[src/rtl/muldiv_seq.sv]
// muldiv_seq: multi-cycle MULTU/DIVU sequencer for the EX stage.
//
// The block runs one shift-add (MULTU) or restoring-division (DIVU)
// iteration per cycle through the shared combinational 32-bit ALU. After
// ITER iterations it presents the HI/LO pair in the DONE cycle.
//
// Ports:
//   clk          rising-edge clock
//   rst          synchronous active-low reset
//   start        request pulse, sampled only in IDLE
//   op           0 = MULTU, 1 = DIVU (sampled with start)
//   a, b         multiplicand/dividend and multiplier/divisor (unsigned)
//   alu_in1/2    operands driven to the shared ALU
//   alu_cmd      ALU command (4'b0000 add, 4'b0010 subtract)
//   alu_result   combinational ALU result, valid in the same cycle
//   busy         high from the cycle after acceptance through DONE
//   done         one-cycle completion pulse; hi/lo valid in this cycle
//   hi, lo       MULTU product[63:32]/[31:0], or DIVU remainder/quotient
//   div_by_zero  set with done when DIVU had b == 0
module muldiv_seq #(
    parameter int ITER = 32
) (
    input  logic        clk,
    input  logic        rst,
    input  logic        start,
    input  logic        op,
    input  logic [31:0] a,
    input  logic [31:0] b,
    output logic [31:0] alu_in1,
    output logic [31:0] alu_in2,
    output logic [3:0]  alu_cmd,
    input  logic [31:0] alu_result,
    output logic        busy,
    output logic        done,
    output logic [31:0] hi,
    output logic [31:0] lo,
    output logic        div_by_zero
);

    localparam logic [3:0] CMD_ADD  = 4'b0000;
    localparam logic [3:0] CMD_SUB  = 4'b0010;
    localparam logic [4:0] LAST_CNT = 5'(ITER - 1);

    typedef enum logic [1:0] {
        ST_IDLE = 2'd0,
        ST_MUL  = 2'd1,
        ST_DIV  = 2'd2,
        ST_DONE = 2'd3
    } state_t;

    state_t      state_r;
    state_t      state_nxt_s;

    // acc_r is P_hi (MULTU) or R (DIVU); shf_r is P_lo or Q; opb_r is M or D.
    logic [31:0] acc_r;
    logic [31:0] shf_r;
    logic [31:0] opb_r;
    logic [4:0]  count_r;

    logic        busy_r;
    logic        done_r;
    logic [31:0] hi_r;
    logic [31:0] lo_r;
    logic        dbz_r;

    logic [31:0] acc_nxt_s;
    logic [31:0] shf_nxt_s;
    logic [31:0] div_s_s;
    logic        last_s;
    logic        dbz_req_s;

    assign last_s    = (count_r == LAST_CNT);
    assign dbz_req_s = op && (b == 32'd0);
    assign div_s_s   = {acc_r[30:0], shf_r[31]};

    // State register.
    always_ff @(posedge clk) begin
        if (!rst) begin
            state_r <= ST_IDLE;
        end else begin
            state_r <= state_nxt_s;
        end
    end

    // Next-state logic.
    always_comb begin
        state_nxt_s = state_r;
        case (state_r)
            ST_IDLE: begin
                if (start) begin
                    if (!op) begin
                        state_nxt_s = ST_MUL;
                    end else if (dbz_req_s) begin
                        state_nxt_s = ST_DONE;
                    end else begin
                        state_nxt_s = ST_DIV;
                    end
                end else begin
                    state_nxt_s = ST_IDLE;
                end
            end
            ST_MUL, ST_DIV: begin
                if (last_s) begin
                    state_nxt_s = ST_DONE;
                end else begin
                    state_nxt_s = state_r;
                end
            end
            ST_DONE: state_nxt_s = ST_IDLE;
            default: state_nxt_s = ST_IDLE;
        endcase
    end

    // ALU drive and per-iteration datapath update.
    always_comb begin
        alu_in1   = 32'd0;
        alu_in2   = 32'd0;
        alu_cmd   = CMD_ADD;
        acc_nxt_s = acc_r;
        shf_nxt_s = shf_r;
        case (state_r)
            ST_MUL: begin
                alu_in1 = acc_r;
                alu_in2 = shf_r[0] ? opb_r : 32'd0;
                alu_cmd = CMD_ADD;
                // The add wrapped iff the sum is below an addend; that carry
                // becomes bit 31 of the shifted partial product.
                acc_nxt_s = {(alu_result < acc_r), alu_result[31:1]};
                shf_nxt_s = {alu_result[0], shf_r[31:1]};
            end
            ST_DIV: begin
                alu_in1 = div_s_s;
                alu_in2 = opb_r;
                alu_cmd = CMD_SUB;
                // acc_r[31] is the bit shifted out of s: the 33-bit partial
                // remainder then certainly exceeds D, and the 32-bit
                // difference is still exact.
                if (acc_r[31] || (div_s_s >= opb_r)) begin
                    acc_nxt_s = alu_result;
                    shf_nxt_s = {shf_r[30:0], 1'b1};
                end else begin
                    acc_nxt_s = div_s_s;
                    shf_nxt_s = {shf_r[30:0], 1'b0};
                end
            end
            default: begin
                alu_in1   = 32'd0;
                alu_in2   = 32'd0;
                alu_cmd   = CMD_ADD;
                acc_nxt_s = acc_r;
                shf_nxt_s = shf_r;
            end
        endcase
    end

    // Operand latching, iteration registers, counter and registered outputs.
    always_ff @(posedge clk) begin
        if (!rst) begin
            acc_r   <= 32'd0;
            shf_r   <= 32'd0;
            opb_r   <= 32'd0;
            count_r <= 5'd0;
            busy_r  <= 1'b0;
            done_r  <= 1'b0;
            hi_r    <= 32'd0;
            lo_r    <= 32'd0;
            dbz_r   <= 1'b0;
        end else begin
            busy_r <= (state_nxt_s != ST_IDLE);
            done_r <= (state_nxt_s == ST_DONE);
            case (state_r)
                ST_IDLE: begin
                    if (start) begin
                        acc_r   <= 32'd0;
                        shf_r   <= a;
                        opb_r   <= b;
                        count_r <= 5'd0;
                        dbz_r   <= dbz_req_s;
                        // Divide by zero skips iterating: results load now
                        // so they are valid in the immediately following DONE.
                        if (dbz_req_s) begin
                            hi_r <= a;
                            lo_r <= 32'hFFFF_FFFF;
                        end
                    end
                end
                ST_MUL, ST_DIV: begin
                    acc_r   <= acc_nxt_s;
                    shf_r   <= shf_nxt_s;
                    count_r <= count_r + 5'd1;
                    if (last_s) begin
                        hi_r <= acc_nxt_s;
                        lo_r <= shf_nxt_s;
                    end
                end
                default: begin
                    count_r <= count_r;
                end
            endcase
        end
    end

    assign busy        = busy_r;
    assign done        = done_r;
    assign hi          = hi_r;
    assign lo          = lo_r;
    assign div_by_zero = dbz_r;

endmodule
[config.mk]
export PLATFORM = sky130hd
export DESIGN_NAME = muldiv_seq
export DESIGN_NICKNAME = d
export VERILOG_FILES = /design/src/rtl/muldiv_seq.sv
export SDC_FILE = /design/constraint.sdc
export NUM_CORES = 1
export LEC_CHECK = 0
export CORE_MARGIN = 3
export CORE_UTILIZATION = 45
export CTS_CLUSTER_DIAMETER = 150
export DETAILED_ROUTE_END_ITERATION = 6
export GPL_TIMING_DRIVEN = 1
export PLACE_DENSITY = 0.72
export SYNTH_ARGS = -nofsm -noshare
export SYNTH_HDL_FRONTEND = slang
export SYNTH_SLANG_ARGS = --single-unit
[constraint.sdc]
create_clock -name clk -period 3.5 [get_ports clk]
set_clock_uncertainty 0.1 [all_clocks]
set_input_delay 0.7 -clock clk [delete_from_list [all_inputs] [get_ports clk]]
set_output_delay 0.7 -clock clk [all_outputs]
set_load 0.02 [all_outputs]
### Word level (Yosys, flattened, before mapping)

Cells that the tools add are included.

| operators by class | value |
|---|---|
| $lt $le $gt $ge | 2 |
| equal/unequal tests | 8 |
| reductions and logical operators | 10 |
| add/subtract/negate cells | 1 |
| mux-type cells | 27 |

Operator list:

| kind | count |
|---|---|
| case mux 32 bit (2 select lines) | 8 |
| 2-to-1 mux 32 bit | 10 |
| greater-or-equal comparator 32 bit | 1 |
| logical NOT 32 bit | 1 |
| less-than comparator 32 bit | 1 |
| case mux 5 bit (2 select lines) | 1 |
| 2-to-1 mux 2 bit | 4 |
| equality test 2 bit, second input constant | 3 |
| inequality test 2 bit, second input constant | 3 |
| case mux 2 bit (3 select lines) | 1 |
| adder 5 x 1 -> 5 bit, second input constant | 1 |
| equality test 5 bit, second input constant | 1 |
| 2-to-1 mux 5 bit | 1 |
| AND reduction 2 bit | 2 |
| AND reduction 4 bit | 1 |
| nonzero test 2 bit | 2 |
| equality test 2 x 1 -> 1 bit, second input constant | 1 |
| logical NOT 2 bit | 1 |
| 2-to-1 mux 1 bit | 2 |
| OR reduction 2 bit | 1 |
| logical AND 1 bit | 1 |
| logical OR 1 bit | 1 |

| word-level totals | value |
|---|---|
| register bits | 170 |
| output and inout bits | 135 |

### Depth between registers and ports, before layout

Gate-level depths: netlist of run 1.

| logic depth | value |
|---|---|
| word-level depth | 7 |
| mapped depth | 11 |

### Least setup slack after synthesis of run 1

No wires, ideal clock.

| timing path | value |
|---|---|
| path kind | reg2out |
| from | register state_r[0] |
| to | output port alu_in2[27] |
| arrival time | 2,194 ps |
| path buffers | 5 |
| cell stages (with the launch flop) | 10 |
| data required time | 2,700 ps |
| path slack | 506 ps |
| path through | dfxtp_1 inv_1 ha_1 buf_2 inv_1 clkbuf_1 clkbuf_1 buf_1 buf_1 nor3_1 |

| on the way | value |
|---|---|
| longest elaborated chain between the ends | 2 |

RTL lines:

| element | line | text |
|---|---|---|
| start, declared | 51 | `state_t state_r;` |
| start signal, assigned | 81 | `state_r <= state_nxt_s;` |
| equality test 2 bit / equality test 2 x 1 -> 1 bit (equally long branches) | 121 | `case (state_r)` |
| case mux 32 bit (2 select lines) (*) | 121 |  |
| end, declared | 30 | `output logic [31:0] alu_in2,` |

Mark *: on every way between the ends. The rest lies on a longest branch, timed or not.

### Final worst setup path of run 1

| timing path | value |
|---|---|
| from | register state_r[1] |
| to | output port alu_in2[19] |

The elaborated chain is that of the path after synthesis.

==> impl_metrics.json, run 1 <==
{
  "status": "complete, but fails checks",
  "violations": "DRC",
  "crit_buf_inv": 4,
  "antenna_found_initial": 0,
  "num-nets-final": 1616,
  "overflow": 0,
  "fill_cells": 2000,
  "setup_viol": 0,
  "cts_tree": "built",
  "synth_edf_count": 0,
  "intPower_w": 0.003755,
  "p_seq_frac": 0.405,
  "boundaryPins": 235,
  "setup_tns_ns": 0,
  "worst_path_max_delay_cell": "clkdlybuf4s50_1",
  "clock_latency_ns": 0.43,
  "grt_pass1_vias": 9625,
  "finalWirelength_um": 32770,
  "yosysWarnings": 0,
  "io_buffers": 231,
  "cts.sinks": 170,
  "place_congestion": 0.8969,
  "leakage_nw": 4.687,
  "dpl_cell_area_um2": 12810,
  "peakVddDrop_v": 0.0003342,
  "grt_max_degree": 95,
  "required_ns": 2.70,
  "worstPathMaxFanout": 36,
  "hp-class": "reg -> reg",
  "path_depth": 6,
  "syn-mean-instance-area_um2": 8.072,
  "design.die.area_um2": 24630,
  "cts.clk_slew.worst_paths_ns": 0.07,
  "hpwl_um": 23850,
  "via_count": 10040,
  "power_w": 0.005421,
  "path_class": "reg -> out",
  "power.switching_w": 0.001665,
  "ys_ff_latch": 170,
  "hold_viol": 0,
  "finalCriticalPeriod_ns": 3.370,
  "critPathTopFamily": "buffers and inverters",
  "arrival_ns": 2.57,
  "dr.pass1.iters": 7,
  "combPwrFrac": 0.234,
  "slew_viol_final": 0,
  "path_cells": "inv_1, ha_1, inv_4, buf_12, nor3_1, clkdlybuf4s50_1",
  "postCtsHoldBufs": 0,
  "synth_area_um2": 10250,
  "hold_path_depth": 2,
  "startpoint": "state_r[1]",
  "core_um2": 22090,
  "min_from": "opb_r[8]",
  "p_clk_frac": 0.362,
  "root_buffer": "clkbuf_16",
  "wl_per_cell_um": 18.84,
  "die_h_um": 156.9,
  "die_x_um": 156.9,
  "area_growth_pct": 30.89,
  "diodes": 0,
  "place_inst": 1709,
  "synthFlopType": "dfxtp_1",
  "reg2regPathDepth": 9,
  "async_flop_share": 0,
  "cts-resized-gates": 0,
  "worst_pin_slew_ns": 0.6918,
  "seq_area_um2": 3403,
  "fmax_mhz": 296.7,
  "initial_core_util": 0.4640,
  "grt_setup_unrepaired": "no",
  "grt_pass1_wl_um": 51830,
  "start_kind": "flop",
  "ys_seq_area_frac": 0.3320,
  "drtAntennaViolNets": 0,
  "drive_gt1_frac": 0.09596,
  "p_per_area_nw_per_um2": 404.0,
  "critical_path.max_stage_delay_ns": 0.67,
  "final_area_um2": 13420,
  "drtIter0Drc": 705,
  "stdcell_count": 1739,
  "worst_setup_path_end_kind": "output port",
  "cts_buffer_depth": 2,
  "r2r-start": "acc_r[4]",
  "cts_setup_buffers": 0,
  "num_rows": 54,
  "cts_buffers": 17,
  "drcViolationCount": 15,
  "multiInputGateArea_um2": 6151,
  "slew_headroom": 0.5388,
  "maxCapViolCount": 0,
  "globalRouteTotalUtil": 0.2621,
  "synth_cell_type_count": 49,
  "ctsHtreeMaxLevel": 4,
  "netlist_instances": 1270,
  "swShare": 0.3072,
  "vias_per_cell": 5.774,
  "finalCritPeriodShare": 0.9629
}
==> cells in the mapped netlist (2+ instances only) <==
cell      count  area share
a211o_1       3      0.0026
a211oi_1      4      0.0029
a21boi_0     65       0.048
a21o_1        7      0.0051
a21oi_1      54       0.026
a221o_1      31       0.030
a221oi_1     32       0.027
a22oi_1      34       0.025
a31oi_1       6      0.0037
a31oi_2      28       0.034
and2_1        6      0.0037
and3_1        2      0.0012
buf_1        15      0.0055
buf_12        3      0.0059
buf_2         6      0.0029
buf_4         4      0.0029
buf_6         2      0.0022
clkbuf_1     78       0.029
dfxtp_1     170        0.33
ha_1         68       0.083
inv_1        70       0.026
mux2_2        3      0.0033
mux2_4       29       0.042
nand2_1     214       0.078
nand2b_1      4      0.0024
nand3_1       5      0.0024
nand4_1      12      0.0073
nor2_1      107       0.039
nor2b_1       5      0.0031
nor3_1       35       0.017
nor3b_1      31       0.023
nor4_1        8      0.0049
o211ai_1     31       0.023
o21a_1        3      0.0022
o21ai_0      81       0.040
==> kinds of logic after synthesis <==
logic type,Yosys count,synth area share
compound gates,389,0.2801
buf+inv,178,0.07360
simple gates,431,0.1842
mux,33,0.04675
flops,170,0.3320
other cells,1,0.0003658
fa+ha+maj,68,0.08300
==> worst reg2reg max path: stages, from the launching register on <==
cell	delay, ns
dfxtp_1	0.42
ha_1	0.28
a211o_1	0.31
a21oi_2	0.14
o31ai_1	0.10
a2111oi_2	0.46
o221a_2	0.29
buf_12	0.28
mux2_2	0.41
a31oi_1	0.17
==> sequential cells by signal (all words and copies together) (netlist names) <==
register	cells
count_r	5
shf_r	32
done	1
opb_r	32
acc_r	32
div_by_zero	1
state_r	2
lo	32
hi	32
busy	1
==> layout by cell type, fill, tap and decap left out, types with 4 or more instances in the layout <==
cell	synthesis	layout
a221o_1	31	31
nand3_1	5	5
buf_4	4	28
nor3b_1	31	31
nor4_1	8	8
nand2b_1	4	4
a21oi_1	54	52
o21ai_0	81	81
o211ai_1	31	31
nand2_1	214	213
ha_1	68	66
nand4_1	12	12
clkdlybuf4s50_1	0	230
a31oi_1	6	6
clkbuf_16	0	17
inv_1	70	69
a221oi_1	32	32
nor2b_1	5	5
dfxtp_1	170	170
and2_1	6	5
a21o_1	7	7
nor2_1	107	106
mux2_4	29	29
a31oi_2	28	28
a21boi_0	65	65
a22oi_1	34	34
clkinv_4	0	4
buf_12	3	7
a211oi_1	4	4
nor3_1	35	35
==> metrics by stage <==
| stage | utilization | hold slack (ns) | worst slack [ns] |
|---|---|---|---|
| 3_5_place_dp | 0.5799 | 0.3565 | 0.2382 |
| 5_1_grt | 0.6073 | 0.3782 | 0.03482 |
| 2_1_floorplan | - | 0.3435 | 0.5059 |
| 6_report | 0.6073 | 0.3601 | 0.1299 |
| 4_1_cts | 0.6069 | 0.3657 | 0.1049 |
| 3_3_place_gp | 0.5799 | 0.3498 | 0.2712 |
==> power groups by stage <==
stage	sequential, W	clock [W]	combinational (W)
final	0.00219	0.00196	0.00127
after global routing	0.00221	0.00207	0.00139
after CTS	0.00219	0.00199	0.00127
after detailed placement	0.00223	0	0.00126
after global placement	0.00223	0	0.00123
after floorplan	0.00226	0	0.000763
==> cell type report <==
cell class	count	share of cell area
multi-input combinational	924	0.4584
sequential	170	0.2536
timing repair buffer	265	0.1977
clock buffer	18	0.03198
tap	280	0.02611
inverter	70	0.01977
clock inverter	12	0.01240
==> path summary, 6_finish.rpt <==
check                                   end  slack [ns]
worst max register to register     acc_r[1]        0.47
worst min-delay path               opb_r[8]        0.36
worst min register to register     opb_r[8]        0.36
worst max-delay path            alu_in2[19]        0.13
==> per-layer routing <==
layer,routed length (um),vias up,global-route usage
met3,2832,29,0.07121
met4,504,0,0.06169
met2,14650,351,0.4033
met1,14780,4776,0.3671
met5,0,-,0
li1,-,4885,-
No activity file was read; power rests on OpenSTA's default activity.
==> run 2, diff against run 1 <==
--- a/config.mk
+++ b/config.mk
@@ -5,6 +5,7 @@
 export SDC_FILE = /design/constraint.sdc
 export NUM_CORES = 1
 export LEC_CHECK = 0
+export CAP_MARGIN = 20
 export CORE_MARGIN = 3
 export CORE_UTILIZATION = 45
 export CTS_CLUSTER_DIAMETER = 150
==> results of run 2 <==
No change in the layout: final DEF, timing and power equal those of run 1.
